==> config.mk <==
export PLATFORM = sky130hd
export DESIGN_NAME = emit_scheduler
export DESIGN_NICKNAME = d
export VERILOG_FILES = /design/src/rtl/emit_scheduler.sv
export SDC_FILE = /design/constraint.sdc
export NUM_CORES = 1
export LEC_CHECK = 0
export ABC_AREA = 1
export BUFFER_PORTS_ARGS = -buffer_cell sky130_fd_sc_hd__buf_2
export CAP_MARGIN = 10
export CORE_AREA = 5 5 65 67
export CTS_CLUSTER_DIAMETER = 40
export DETAILED_ROUTE_END_ITERATION = 7
export DIE_AREA = 0 0 70 72
export HOLD_SLACK_MARGIN = 0.08
export PLACE_DENSITY = 0.82
export SYNTH_ARGS = -nofsm -noshare
export SYNTH_HDL_FRONTEND = slang
export SYNTH_SLANG_ARGS = --single-unit
export TNS_END_PERCENT = 5
==> constraint.sdc <==
create_clock -name clk -period 4.5 [get_ports clk]
set_clock_uncertainty 0.15 [all_clocks]
set_input_delay 0.675 -clock clk [delete_from_list [all_inputs] [get_ports clk]]
set_output_delay 0.675 -clock clk [all_outputs]
set_load 0.005 [all_outputs]
==> src/rtl/emit_scheduler.sv <==
`default_nettype none
// ============================================================================
// emit_scheduler : plays one output-buffer window to the left/right CODEC sinks
// Revision 1.0 - initial release
// ============================================================================
module emit_scheduler #(
  parameter int WINDOW_LEN = 512,
  parameter int DATA_W     = 16,
  parameter int ADDR_W     = 2 + $clog2(WINDOW_LEN)
) (
  input  logic              clk,
  input  logic              reset,
  input  logic              go_in,
  input  logic [1:0]        window_start,
  output logic              go_out,
  output logic              busy,
  output logic              overrun,
  output logic              buf_rden,
  output logic [ADDR_W-1:0] buf_rdaddr,
  input  logic [DATA_W-1:0] buf_rddata,
  output logic [DATA_W-1:0] left_out_data,
  output logic              left_out_valid,
  input  logic              left_out_ready,
  output logic [DATA_W-1:0] right_out_data,
  output logic              right_out_valid,
  input  logic              right_out_ready
);

  localparam int IDX_W = $clog2(WINDOW_LEN);
  localparam logic [IDX_W-1:0] c_last_idx = IDX_W'(WINDOW_LEN - 1);

  typedef enum logic [2:0] {
    ST_IDLE    = 3'd0,
    ST_FETCH   = 3'd1,
    ST_WAIT    = 3'd2,
    ST_PRESENT = 3'd3,
    ST_DONE    = 3'd4
  } state_t;

  state_t           r_state;
  logic [1:0]       r_window;
  logic [IDX_W-1:0] r_idx;

  logic             w_left_acc;
  logic             w_right_acc;
  logic             w_both_done;
  logic [IDX_W-1:0] w_idx_next;

  // A channel counts as finished once its valid is already low or it is
  // accepting on this edge; the sample retires when both are finished.
  assign w_left_acc  = left_out_valid & left_out_ready;
  assign w_right_acc = right_out_valid & right_out_ready;
  assign w_both_done = (~left_out_valid | left_out_ready) &
                       (~right_out_valid | right_out_ready);
  assign w_idx_next  = r_idx + IDX_W'(1);

  always_ff @(posedge clk) begin
    if (reset) begin
      r_state         <= ST_IDLE;
      r_window        <= 2'd0;
      r_idx           <= '0;
      go_out          <= 1'b0;
      busy            <= 1'b0;
      overrun         <= 1'b0;
      buf_rden        <= 1'b0;
      buf_rdaddr      <= '0;
      left_out_data   <= '0;
      left_out_valid  <= 1'b0;
      right_out_data  <= '0;
      right_out_valid <= 1'b0;
    end else begin
      go_out  <= 1'b0;
      overrun <= go_in && (r_state != ST_IDLE);

      case (r_state)
        ST_IDLE: begin
          if (go_in) begin
            r_window   <= window_start;
            r_idx      <= '0;
            buf_rden   <= 1'b1;
            buf_rdaddr <= ADDR_W'({window_start, {IDX_W{1'b0}}});
            busy       <= 1'b1;
            r_state    <= ST_FETCH;
          end
        end

        ST_FETCH: begin
          buf_rden <= 1'b0;
          r_state  <= ST_WAIT;
        end

        // RAM output is valid in this cycle; capture it for both sinks.
        ST_WAIT: begin
          left_out_data   <= buf_rddata;
          right_out_data  <= buf_rddata;
          left_out_valid  <= 1'b1;
          right_out_valid <= 1'b1;
          r_state         <= ST_PRESENT;
        end

        ST_PRESENT: begin
          if (w_left_acc)  left_out_valid  <= 1'b0;
          if (w_right_acc) right_out_valid <= 1'b0;
          if (w_both_done) begin
            if (r_idx == c_last_idx) begin
              go_out  <= 1'b1;
              r_state <= ST_DONE;
            end else begin
              r_idx      <= w_idx_next;
              buf_rden   <= 1'b1;
              buf_rdaddr <= ADDR_W'({r_window, w_idx_next});
              r_state    <= ST_FETCH;
            end
          end
        end

        ST_DONE: begin
          busy    <= 1'b0;
          r_state <= ST_IDLE;
        end

        default: begin
          busy            <= 1'b0;
          buf_rden        <= 1'b0;
          left_out_valid  <= 1'b0;
          right_out_valid <= 1'b0;
          r_state         <= ST_IDLE;
        end
      endcase
    end
  end

endmodule
`default_nettype wire

==> results of run 1 <==
cell usage in the layout, fill, tap and decap left out:
cell	n
a21oi_1	17
buf_2	71
bufinv_16	2
clkbuf_4	5
clkinv_4	1
dfxtp_1	38
ha_1	2
inv_1	21
inv_2	2
nand2_1	36
nand2_2	4
nand2_4	2
nand3_1	8
nand3_2	1
nand4_1	1
nor2_1	56
nor2_2	1
nor2_4	2
nor3_1	6
o21ai_0	26
o21ai_1	2
or2_2	1
cells by family (layout without fill, tap and decap cells):
group | after synthesis | count (layout) | synth area share
flip-flops | 38 | 38 | 0.432
buffers and inverters | 45 | 102 | 0.135
adder cells (fa/ha/maj) | 2 | 2 | 0.0142
AND/OR/NAND/NOR | 118 | 118 | 0.292
AO/OA/AOI/OAI | 45 | 45 | 0.128
registers in the layout, summed over array words and instances (netlist names):
signal	cells
buf_rdaddr	11
buf_rden	1
busy	1
go_out	1
left_out_valid	1
overrun	1
r_state	3
r_window	2
right_out_data	16
right_out_valid	1
per-stage QoR:
| step | power [µW] | area (µm²) | worst slack [ps] |
|---|---|---|---|
| floorplan | 517 | 1760 | 2520 |
| global placement | 556 | 2030 | 2420 |
| detailed placement | 559 | 2030 | 2360 |
| CTS | 848 | 2130 | 2320 |
| global route | 890 | 2130 | 2100 |
| finish | 839 | 2130 | 2320 |
layout make-up:
type                            count  area, µm²
Multi-Input combinational cell    165        764
Clock buffer                        5       37.5
Fill cell                         338       1450
Sequential cell                    38        761
Clock inverter                      3       68.8
Tap cell                           48       60.1
Timing Repair Buffer               71        355
Inverter                           23       86.3
per-layer routing:
metal | routed length, µm | vias up
met1 | 1760 | 748
met3 | 426 | 6
met2 | 1840 | 77
li1 | - | 888
met5 | 0 | -
met4 | 29 | 0
final timing paths:
path	startpoint	endpoint	slack, ps
worst min-delay path	r_window[0]	r_window[0]	310
worst max-delay path	buf_rdaddr[0]	buf_rdaddr[2]	2320
worst max register to register	buf_rdaddr[0]	buf_rdaddr[2]	2320
worst min register to register	r_window[0]	r_window[0]	310
power groups by stage:
stage / sequential [µW] / combinational, µW / clock (µW)
floorplan: 397 / 120 / 0
finish: 388 / 163 / 288
global route: 393 / 185 / 312
CTS: 388 / 165 / 295
global placement: 394 / 162 / 0
detailed placement: 396 / 164 / 0
tightest hold or removal path: stages, from the launching register on:
cell and delay (ps):
dfxtp_1 320, inv_1 50, a21oi_1 60
==> flow_summary.json, run 1 <==
{
  "status": "finished clean",
  "hold_viol_final": 0,
  "yosys_warnings": 0,
  "slew_headroom": 0.548,
  "cp_cell_sequence": "ha_1 -> nand2_1 -> inv_1 -> nand2_1 -> nor2_1 -> nand2_1 -> nor2_1 -> ha_1 -> nand2_2 -> nand2_4 -> nor2_4 -> o21ai_0 -> nand2_1 -> nor2_1",
  "p_per_area_nw_per_um2": 393,
  "postRouteAntennaNets": 0,
  "synth_seq_area_share": 0.432,
  "numCtsBuffers": 5,
  "cts_buffer_depth": 2,
  "worstPathArrival_ps": 2270,
  "p_seq_frac": 0.462,
  "final_util": 0.596,
  "rsz0062_at_grt": "no",
  "num_rows": 22,
  "grt_use_met3": 0.0651,
  "pin_count": 72,
  "die_y_um": 72,
  "grtUsageTotal": 0.165,
  "slew_viol_final": 0,
  "leakage_uw": 0.00108,
  "path_class": "reg -> reg",
  "place.port_buffers": 71,
  "setup_viol": 0,
  "hold_path_class": "reg -> reg",
  "grt_pass1_vias": 1571,
  "cts_tree": "done",
  "nets": 329,
  "cp_common_cell": "nand2_1",
  "cp_max_fo": 14,
  "root_buffer": "clkbuf_4",
  "yosys.area.top_type": "dfxtp_1",
  "peakVddDrop_uv": 214,
  "cts_resized": 0,
  "power_switching_share": 0.274,
  "max_freq_mhz": 459,
  "worst-slew-pin-transition_ps": 677,
  "synth-main-ff-cell": "dfxtp_1",
  "power_switching_uw": 230,
  "drc": 0,
  "cts_htree_levels": 2,
  "diodes": 0,
  "critical_path.top_delay_family": "simple AND/OR/NAND/NOR gates",
  "drv_cap": 0,
  "ctsHoldBuffers": 0,
  "critPathRequiredTime_ps": 4590,
  "dpl.hpwl_um": 2980,
  "post_cts_buffers": 0,
  "numPlacedInstances": 345,
  "met1_usage": 0.190,
  "grt_max_degree": 26,
  "finalCritPeriodShare": 0.484,
  "fp.dieW_um": 70,
  "syn_to_final_growth_pct": 21.0,
  "grt_use_met2": 0.286,
  "layout-drive-gt1-share": 0.302,
  "synth_enable_flop_cells": 0,
  "drt-total-wl_um": 4060,
  "grt.overflow.total": 0,
  "hold_depth": 2,
  "fp.coreArea_um2": 3580,
  "yosysMostFrequentCell": "nor2_1",
  "critical_path_depth": 14,
  "synth_nets": 273,
  "syn_area_per_cell_um2": 7.11,
  "critPathCaptureType": "register",
  "insertion_delay_ps": 340,
  "hold-worst-slack_ps": 313,
  "grt.busiest_layer": "met2",
  "drtPass1Iterations": 6,
  "synthTopCellsByArea": "dfxtp_1, nor2_1, nand2_1",
  "gp_congestion": 0.830,
  "yosysTopAreaCellShare": 0.432,
  "yosys-top-cells-count": "nor2_1, dfxtp_1, nand2_1",
  "viasPerCell": 4.87,
  "p_comb_frac": 0.195,
  "cp_num_buf_inv": 1,
  "syn-instance-count": 248,
  "ys_ff_latch": 38,
  "worstRegToRegCells": 14,
  "start_util": 0.493,
  "fin_crit_ps": 2180,
  "synthArstFlopShare": 0,
  "p_int_uw": 609,
  "fin_tns_setup_ps": 0,
  "grt_antenna_before_repair": 0,
  "start_kind": "register",
  "vias": 1719,
  "yosys.cell_types.count": 22,
  "clk_pin_slew_worst_paths_ps": 120,
  "cpMaxStageDelayCell": "dfxtp_1",
  "clockPowerShare": 0.343,
  "instances_no_fill": 353,
  "grt_pass1_wl_um": 6800,
  "dieArea_um2": 5040,
  "drtIter0Drc": 49,
  "netlist_area_um2": 1760,
  "max_stage_delay_ps": 360,
  "drt-wirelength-per-cell_um": 11.5,
  "clock-sinks": 38
}
No activity file was read; power rests on OpenSTA's default activity.
==> run 2: changes to the inputs <==
==> config.mk (replaced) <==
export PLATFORM = sky130hd
export DESIGN_NAME = emit_scheduler
export DESIGN_NICKNAME = d
export VERILOG_FILES = /design/src/rtl/emit_scheduler.sv
export SDC_FILE = /design/constraint.sdc
export NUM_CORES = 1
export LEC_CHECK = 0
export ABC_AREA = 0
export BUFFER_PORTS_ARGS = -buffer_cell sky130_fd_sc_hd__buf_2
export CAP_MARGIN = 10
export CORE_AREA = 5 5 67 69
export CTS_CLUSTER_DIAMETER = 40
export DETAILED_ROUTE_END_ITERATION = 7
export DIE_AREA = 0 0 72 74
export HOLD_SLACK_MARGIN = 0.08
export PLACE_DENSITY = 0.77
export SYNTH_ARGS = -nofsm -noshare
export SYNTH_HDL_FRONTEND = slang
export SYNTH_SLANG_ARGS = --single-unit
export TNS_END_PERCENT = 5
==> constraint.sdc (replaced) <==
create_clock -name clk -period 2.01 [get_ports clk]
set_clock_uncertainty 0.15 [all_clocks]
set_input_delay 0.3015 -clock clk [delete_from_list [all_inputs] [get_ports clk]]
set_output_delay 0.3015 -clock clk [all_outputs]
set_load 0.005 [all_outputs]
==> flow_summary.json, run 2 <==
{
  "dieArea_um2": 5330,
  "grt_use_met3": 0.0324,
  "gp_congestion": 0.801,
  "viasPerCell": 4.95,
  "grtUsageTotal": 0.160,
  "cpMaxStageDelayCell": "dfxtp_4",
  "num_rows": 23,
  "cts_htree_levels": 2,
  "netlist_area_um2": 1730,
  "cp_common_cell": "and3_4",
  "timing.rr.start": "buf_rdaddr[1]",
  "insertion_delay_ps": 290,
  "drt-total-wl_um": 4120,
  "synth_nets": 231,
  "place_ws_ps": -331,
  "critPathRequiredTime_ps": 2060,
  "fin_crit_ps": 2310,
  "drc": 0,
  "hold_viol_final": 0,
  "syn-instance-count": 206,
  "cts_tree": "done",
  "clock-sinks": 38,
  "start_kind": "register",
  "rsz0062_at_grt": "yes",
  "ys_ff_latch": 38,
  "root_buffer": "clkbuf_8",
  "yosys-top-cells-count": "nand2_1, dfxtp_1, a21oi_1",
  "pin_count": 72,
  "r2r_slack_ps": -300,
  "start_util": 0.448,
  "yosys.cell_types.count": 38,
  "largest_reg_flops": 16,
  "grt.overflow.total": 0,
  "cp_cell_sequence": "ha_4 -> and3_4 -> and3_4 -> and3_4 -> ha_4 -> nor3b_4 -> and4_4 -> buf_12 -> nand2_4 -> a221oi_2",
  "syn_to_final_growth_pct": 33.0,
  "grt_use_met2": 0.287,
  "synthArstFlopShare": 0,
  "p_per_area_nw_per_um2": 676,
  "synth_seq_area_share": 0.441,
  "postRouteAntennaNets": 0,
  "peakVddDrop_uv": 528,
  "grt_antenna_before_repair": 0,
  "hold_depth": 3,
  "top_regs": "right_out_data (16), buf_rdaddr (11), r_state (3)",
  "grt_pass1_wl_um": 6700,
  "dpl.hpwl_um": 3060,
  "cts_buffer_depth": 2,
  "grt_pass1_vias": 1530,
  "hold_path_class": "in -> reg",
  "final_util": 0.595,
  "fp.coreArea_um2": 3860,
  "min_to": "right_out_data[5]",
  "leakage_uw": 0.00107,
  "synth_enable_flop_cells": 0,
  "worst_slack_ps": -302,
  "drtIter0Drc": 61,
  "mostFrequentLayoutCell": "buf_2",
  "failed_checks": "negative setup slack",
  "instances_no_fill": 328,
  "syn_area_per_cell_um2": 8.38,
  "worst-slew-pin-transition_ps": 1080,
  "synth-main-ff-cell": "dfxtp_1",
  "finalCritPeriodShare": 1.15,
  "yosys_warnings": 0,
  "layout_common_cells": "buf_2, nand2_1, dfxtp_1",
  "hold-worst-slack_ps": 93.9,
  "place.port_buffers": 71,
  "nets": 303,
  "grt_max_degree": 35,
  "setup_viol": 12,
  "max_freq_mhz": 433,
  "layout-drive-gt1-share": 0.442,
  "worstPathArrival_ps": 2360,
  "synthTopCellsByArea": "dfxtp_1, nand2_1, a21oi_1",
  "timing.rr.end": "buf_rdaddr[2]",
  "regMostFlops": "right_out_data",
  "slew_viol_final": 0,
  "vias": 1622,
  "yosysMostFrequentCell": "nand2_1",
  "drv_cap": 0,
  "numPlacedInstances": 319,
  "max_stage_delay_ps": 350,
  "yosysTopAreaCellShare": 0.441,
  "critical_path.top_delay_family": "simple AND/OR/NAND/NOR gates",
  "slew_headroom": 0.278,
  "met1_usage": 0.182,
  "fp.dieW_um": 72,
  "path_class": "reg -> reg",
  "worstRegToRegCells": 10,
  "diodes": 0,
  "cp_num_buf_inv": 1,
  "drtPass1Iterations": 4,
  "clk_pin_slew_worst_paths_ps": 70,
  "critPathCaptureType": "register",
  "numCtsBuffers": 5,
  "grt.busiest_layer": "met2",
  "drt-wirelength-per-cell_um": 12.6,
  "min_from": "buf_rddata[5]",
  "status": "finished, violations left",
  "cp_max_fo": 7,
  "die_y_um": 74,
  "yosys.area.top_type": "dfxtp_1"
}
==> run 2: power breakdown <==
part           internal [µW]  switching, µW  leakage, µW
Combinational            115            129     0.000713
Sequential               791           25.5     0.000311
Clock                    233            258    0.0000438
==> run 2: how the worst max path moves through the flow <==
stage | start | endpoint | slack (ps) | cells past startpoint
after CTS | buf_rdaddr[1] | buf_rdaddr[2] | -290 | 10
after global routing | buf_rdaddr[1] | buf_rdaddr[6] | -410 | 10
after global placement | buf_rdaddr[1] | buf_rdaddr[4] | -250 | 9
after detailed placement | buf_rdaddr[1] | buf_rdaddr[10] | -330 | 10
final | buf_rdaddr[1] | buf_rdaddr[2] | -300 | 10
after floorplan | buf_rdaddr[1] | buf_rdaddr[7] | -250 | 10
==> run 2: layout make-up <==
type	instances	area, µm²
clock buffer	5	68.8
clock inverter	2	10.0
fill	366	1560
inverter	1	3.75
multi-input combinational	139	832
sequential	38	766
tap	50	62.6
timing repair buffer	93	553
==> run 2: cells by family (layout without fill, tap and decap cells) <==
group                      Yosys count  count (layout)  synth area share
and+or+nand+nor                     89              89             0.254
muxes                                2               2            0.0116
AOI/OAI and AO/OA                   46              46             0.161
buffers and inverters               29             101             0.119
DFF                                 38              38             0.441
adders and majority gates            2               2            0.0145
==> run 2: tightest hold or removal path, stage by stage <==
cell     delay, ps
buf_2           90
nand2_1         40
a21oi_1         50
==> run 2: metal layers <==
layer | part of all wire | vias up
met5 | 0 | -
met4 | 0.019 | 0
met3 | 0.053 | 7
met2 | 0.52 | 42
met1 | 0.41 | 744
li1 | - | 829
==> run 2: per-stage QoR <==
stage / cell area [µm²] / setup TNS, ps / power (µW)
detailed placement: 2170 / -3200 / 1070
global placement: 2170 / -2500 / 1070
global route: 2300 / -5090 / 1630
floorplan: 1780 / -1960 / 985
CTS: 2280 / -2910 / 1570
finish: 2300 / -3030 / 1550
==> run 2: timing repair <==
item / in CTS / in global routing
pin swaps: 9 / 1
gates resized for setup: 4 / 3
hold buffers: 0 / 0
buffers inserted: 2 / 0
setup endpoints to repair: 12 / 28
